<file path="src/rtl/life_engine.sv">
// rtl/life_engine.sv - Conway B3/S23 grid holder computing one row per clock into a shadow buffer
//
// Ports:
//   clk, rst_n          clock, asynchronous active-low reset
//   step                request one generation (ignored while busy)
//   clear               zero grid and generation counter; aborts a generation in progress
//   wr_en/wr_row/wr_col/wr_val  single-cell edit, accepted only when idle and in range
//   grid                registered live grid, grid[r][c] = cell at row r, column c
//   busy                high while a generation is in progress
//   done                one-cycle pulse on the commit edge
//   gen                 committed generation count (wraps)
module life_engine #(
  parameter int ROWS  = 15,
  parameter int COLS  = 20,
  parameter int WRAP  = 1,
  parameter int GEN_W = 16
) (
  input  logic                      clk,
  input  logic                      rst_n,
  input  logic                      step,
  input  logic                      clear,
  input  logic                      wr_en,
  input  logic [$clog2(ROWS)-1:0]   wr_row,
  input  logic [$clog2(COLS)-1:0]   wr_col,
  input  logic                      wr_val,
  output logic [ROWS-1:0][COLS-1:0] grid,
  output logic                      busy,
  output logic                      done,
  output logic [GEN_W-1:0]          gen
);

  localparam int RW = $clog2(ROWS);
  localparam logic [RW-1:0] LAST_ROW = RW'(ROWS - 1);

  typedef enum logic [1:0] {
    IDLE,
    COMPUTE,
    COMMIT
  } state_t;

  state_t                    state;
  state_t                    state_next;
  logic [RW-1:0]             r;
  logic [ROWS-1:0][COLS-1:0] shadow;

  logic do_clear;
  logic do_start;
  logic do_write;
  logic do_row;
  logic do_commit;
  logic wr_in_range;

  assign wr_in_range = (int'(wr_row) < ROWS) && (int'(wr_col) < COLS);

  // Next-state and per-edge actions; clear wins over everything in every state.
  always_comb begin
    state_next = state;
    do_clear   = 1'b0;
    do_start   = 1'b0;
    do_write   = 1'b0;
    do_row     = 1'b0;
    do_commit  = 1'b0;
    case (state)
      IDLE: begin
        if (clear) begin
          do_clear = 1'b1;
        end else if (step) begin
          do_start   = 1'b1;
          state_next = COMPUTE;
        end else if (wr_en && wr_in_range) begin
          do_write = 1'b1;
        end
      end
      COMPUTE: begin
        if (clear) begin
          do_clear   = 1'b1;
          state_next = IDLE;
        end else begin
          do_row = 1'b1;
          if (r == LAST_ROW) begin
            state_next = COMMIT;
          end
        end
      end
      COMMIT: begin
        if (clear) begin
          do_clear   = 1'b1;
        end else begin
          do_commit  = 1'b1;
        end
        state_next = IDLE;
      end
      default: state_next = IDLE;
    endcase
  end

  // Neighbour row selection. Rows off the top/bottom either wrap or read as dead.
  logic [RW-1:0]   up_idx;
  logic [RW-1:0]   dn_idx;
  logic            up_ok;
  logic            dn_ok;
  logic [COLS-1:0] row_up;
  logic [COLS-1:0] row_mid;
  logic [COLS-1:0] row_dn;

  always_comb begin
    up_ok  = 1'b1;
    dn_ok  = 1'b1;
    up_idx = r - 1'b1;
    dn_idx = r + 1'b1;
    if (r == '0) begin
      up_idx = LAST_ROW;
      up_ok  = (WRAP != 0);
    end
    if (r == LAST_ROW) begin
      dn_idx = '0;
      dn_ok  = (WRAP != 0);
    end
  end

  assign row_up  = up_ok ? grid[up_idx] : '0;
  assign row_mid = grid[r];
  assign row_dn  = dn_ok ? grid[dn_idx] : '0;

  // Pad each row with one guard column on either side so every column's
  // neighbourhood is a fixed 3-bit window: ext bit c+1 holds column c.
  function automatic logic [COLS+1:0] extend(input logic [COLS-1:0] row);
    logic left;
    logic right;
    left  = (WRAP != 0) ? row[COLS-1] : 1'b0;
    right = (WRAP != 0) ? row[0]      : 1'b0;
    return {right, row, left};
  endfunction

  logic [COLS+1:0] ext_up;
  logic [COLS+1:0] ext_mid;
  logic [COLS+1:0] ext_dn;
  logic [COLS-1:0] next_row;

  assign ext_up  = extend(row_up);
  assign ext_mid = extend(row_mid);
  assign ext_dn  = extend(row_dn);

  for (genvar c = 0; c < COLS; c++) begin : g_cell
    logic [3:0] cnt;
    assign cnt = {3'b0, ext_up[c]}  + {3'b0, ext_up[c+1]}  + {3'b0, ext_up[c+2]}
               + {3'b0, ext_mid[c]}                        + {3'b0, ext_mid[c+2]}
               + {3'b0, ext_dn[c]}  + {3'b0, ext_dn[c+1]}  + {3'b0, ext_dn[c+2]};
    assign next_row[c] = (cnt == 4'd3) | (row_mid[c] & (cnt == 4'd2));
  end

  always_ff @(posedge clk or negedge rst_n) begin
    if (!rst_n) begin
      state  <= IDLE;
      r      <= '0;
      grid   <= '0;
      shadow <= '0;
      busy   <= 1'b0;
      done   <= 1'b0;
      gen    <= '0;
    end else begin
      state <= state_next;
      busy  <= (state_next != IDLE);
      done  <= do_commit;
      if (do_clear) begin
        grid <= '0;
        gen  <= '0;
      end
      if (do_write) begin
        grid[wr_row][wr_col] <= wr_val;
      end
      if (do_start) begin
        r <= '0;
      end
      if (do_row) begin
        shadow[r] <= next_row;
        r         <= r + 1'b1;
      end
      if (do_commit) begin
        grid <= shadow;
        gen  <= gen + 1'b1;
      end
    end
  end

endmodule

</file>
<file path="config.mk">
export PLATFORM = sky130hd
export DESIGN_NAME = life_engine
export DESIGN_NICKNAME = d
export VERILOG_FILES = /design/src/rtl/life_engine.sv
export SDC_FILE = /design/constraint.sdc
export NUM_CORES = 2
export LEC_CHECK = 0
export BUFFER_PORTS_ARGS = -buffer_cell sky130_fd_sc_hd__buf_2
export CORE_ASPECT_RATIO = 1.25
export CORE_MARGIN = 2
export CORE_UTILIZATION = 55
export CTS_BUF_LIST = sky130_fd_sc_hd__clkbuf_16
export DETAILED_ROUTE_END_ITERATION = 10
export MAX_ROUTING_LAYER = met4
export PLACE_DENSITY = 0.74
export RECOVER_POWER = 25
export SYNTH_ARGS = -nofsm -noshare
export SYNTH_HDL_FRONTEND = slang
export SYNTH_SLANG_ARGS = --single-unit
export TNS_END_PERCENT = 10
</file>
<file path="constraint.sdc">
create_clock -name clk -period 9.9 [get_ports clk]
set_clock_uncertainty 0.15 [all_clocks]
set_input_delay 0.99 -clock clk [delete_from_list [all_inputs] [get_ports clk]]
set_output_delay 0.99 -clock clk [all_outputs]
set_load 0.005 [all_outputs]
</file>
==> metrics.md <==
| Metric | Value |
|---|---|
| Status | finished with violations |
| Failing checks | max-capacitance violations, max-slew violations |
| Via-to-Cell Ratio | 6.85 |
| Gpl congestion | 1.03 |
| Clock transition at the registers of the reported paths | 0.06 ns |
| CTS hold repair buffers | 0 |
| CP Max Fanout | 38 |
| Post-CTS Resized | 0 |
| Die footprint | 0.0740 mm^2 |
| Slew headroom | -2.73 |
| DRT Pass-1 Iters | 6 |
| Top cells by area, synth | dfrtp_1 40%, a21oi_1 8.8%, nand2_1 6.7% |
| Hold Vio Cnt, Final | 0 |
| Post-Route WL | 159000 um |
| Top cell type by total area after synthesis | dfrtp_1 |
| Critical path class | flip-flop to flip-flop |
| Ys Warns | 0 |
| CP arrival | 8.72 ns |
| Share of cells above drive strength 1 | 0.161 |
| Final Non-Filler Cells | 5626 |
| Synth cell types | 87 |
| Setup total negative slack | 0 ns |
| Power per cell area | 204 mW/mm^2 |
| Post-synth EDFFs | 0 |
| Residual DRC | 0 |
| Max Cap Viol | 4 |
| Async SR Flop Fraction | 1.00 |
| RSZ-0062 raised after global routing | false |
| Largest net degree at the start of global routing | 200 |
| Vias in the first global route | 35336 |
| Clock root buffer | clkbuf_16 |
| Row count | 109 |
| Setup-failing EPs final | 0 |
| Antenna violations before repair | 3 |
| Worst-case clock buffer depth | 3 |
| Initial core utilization | 0.557 |
| Wire per inst | 28.3 um |
| Hold wc startpoint | shadow[237] |
| Post-route ant nets | 0 |
| P_leak | 20.6 nW |
| Area growth syn-to-layout | 10.6% |
| Crit. Startpoint | r[0] |
| GR Util All Layers | 0.438 |
| Post-synthesis register bit count | 624 |
| R2r startpoint | r[0] |
| Routed via count | 38551 |
| Fmax | 120 MHz |
| Die Y | 304 um |
| Drt initial violations | 6401 |
| Tcrit/Tclk final | 0.844 |
| Setup bufs post-CTS | 0 |
| Critical path startpoint category | flip-flop |
| CTS Buf Count | 67 |
| Post-layout worst setup margin | 1.54 ns |
| Total grt overflow | 0 |
| Worst-skew pair later-pin latency | 0.64 ns |
| Post-Syn Nets | 4721 |
| DP HPWL | 109000 um |
| Critical path data required time | 10.27 ns |
| Slew @ Worst Pin | 5.60 ns |
| Clk sinks | 624 |
| Die boundary width | 244 um |
| Setup crit end kind | flip-flop |
| Dpl ws | 1.73 ns |
| Worst hold path class | flip-flop to flip-flop |
| # IOs | 333 |
| Core area | 0.0709 mm^2 |
| Post-synth top area share | 0.395 |
| Global-route wire length before repair | 236000 um |
| Synth cell count leaders | 710 x nand2_1, 691 x a21oi_1, 624 x dfrtp_1, 400 x nor2_1, 348 x o21ai_0 |
| Post-Synthesis Cell Area | 0.0395 mm^2 |
| H-tree depth | 3 |
| I/O Buffers | 332 |
| Sequential fraction of the synthesis area | 0.395 |
| Most common cell in the netlist | nand2_1 |
| CTS tree | built |
| Synth Flop Type | dfrtp_1 |
| Net count, final | 4781 |
| Post-Syn Instances | 4573 |
| Dpl cells | 5507 |
| Slew Limit Fails | 271 |
| Final Critical Period | 8.36 ns |
| Max rail drop VDD | 0.154 mV |
| Synthesized area per cell | 8.64 um^2 |
## sequential cells by signal, summed over array words and instances (netlist names)
| name | cells |
|---|---|
| shadow | 300 |
| grid | 300 |
| r | 4 |
| busy | 1 |
| done | 1 |
| gen | 16 |
| state | 2 |
## path summary, 6_finish.rpt
| path | endpoint | slack, ns | depth (start not counted) |
|---|---|---|---|
| setup / recovery | shadow[105] | 1.54 | 21 |
| hold / removal | shadow[237] | 0.33 | 2 |
| setup reg to reg | shadow[105] | 1.54 | 21 |
| hold reg to reg | shadow[237] | 0.33 | 2 |
| max in group asynchronous | grid[135] | 3.29 | 2 |
| min in group asynchronous | shadow[123] | 2.26 | 1 |
## metal layers
layer  global-route usage  routed length, um  up-vias
met1                0.595              61100    18680
met2                0.612              68700     2879
met5                    -                  0        -
met3                0.105              19900      504
li1                     -                  -    16488
met4                0.221               9450        0
## area by class of cell
cell class / count / area, um^2
Timing Repair Buffer: 445 / 2530
Sequential cell: 624 / 15600
Fill cell: 6234 / 27200
Tap cell: 943 / 1180
Clock inverter: 45 / 317
Clock buffer: 71 / 1780
Inverter: 125 / 469
Multi-Input combinational cell: 3370 / 21800
Antenna cell: 3 / 7.51
## logic make-up (layout without fill, tap and decap cells)
kind of cell	count (synthesis)	in the layout	synth area share
adders and majority gates	133	133	0.0545
buffers and inverters	579	686	0.0609
xor gates and xnor gates	18	18	0.00399
and+or+nand+nor	1300	1300	0.135
AOI/OAI and AO/OA	1656	1656	0.246
other	0	3	0
DFF	624	624	0.395
muxes	263	263	0.104
## per-stage QoR
| stage | cell area [um^2] | hold slack [ns] | util | total power [mW] |
|---|---|---|---|---|
| floorplan | 39500 | 0.301 | - | 5.16 |
| global placement | 41600 | 0.311 | 0.587 | 6.31 |
| detailed placement | 41600 | 0.317 | 0.587 | 6.35 |
| CTS | 43700 | 0.275 | 0.617 | 8.80 |
| global route | 43700 | 0.347 | 0.616 | 9.31 |
| finish | 43700 | 0.329 | 0.616 | 8.92 |
## critical path, stage by stage, from the launching register on
cell and delay (ns):
dfrtp_4 0.80, inv_2 0.13, buf_4 0.30, ha_1 0.33, or2_2 0.36, o21ai_4 0.71
buf_4 0.48, nand2_1 0.32, o22ai_1 0.40, a31oi_2 0.17, xor2_1 0.21, ha_1 0.34
fa_1 0.50, fa_1 0.55, and2_1 0.19, fa_1 0.38, and3b_1 0.18, o21a_1 0.22
and3_1 0.20, a211oi_2 0.38, o21ai_1 0.45, mux2_2 0.42
## placed cells by master (no fill, tap or decap), types with 30 or more instances in the layout
cell | Yosys | layout
a21oi_1 | 691 | 691
a221oi_1 | 38 | 38
a22oi_1 | 44 | 43
a31oi_1 | 301 | 301
buf_2 | 55 | 301
buf_4 | 23 | 107
clkbuf_1 | 346 | 30
clkbuf_16 | 0 | 71
dfrtp_1 | 624 | 620
fa_1 | 65 | 65
ha_1 | 68 | 67
inv_1 | 124 | 134
mux2_2 | 32 | 32
mux2i_1 | 116 | 116
mux4_2 | 115 | 115
nand2_1 | 710 | 708
nand3_1 | 49 | 44
nor2_1 | 400 | 370
o21ai_0 | 348 | 348
## where the power goes
| part | switching (mW) | total, mW | leakage (nW) | internal [mW] |
|---|---|---|---|---|
| clock network | 1.09 | 2.48 | 1.06 | 1.40 |
| logic | 2.50 | 3.61 | 10.9 | 1.11 |
| registers | 0.110 | 2.82 | 8.63 | 2.71 |
| total | 3.70 | 8.92 | 20.6 | 5.22 |
No activity file was read; power rests on OpenSTA's default activity.
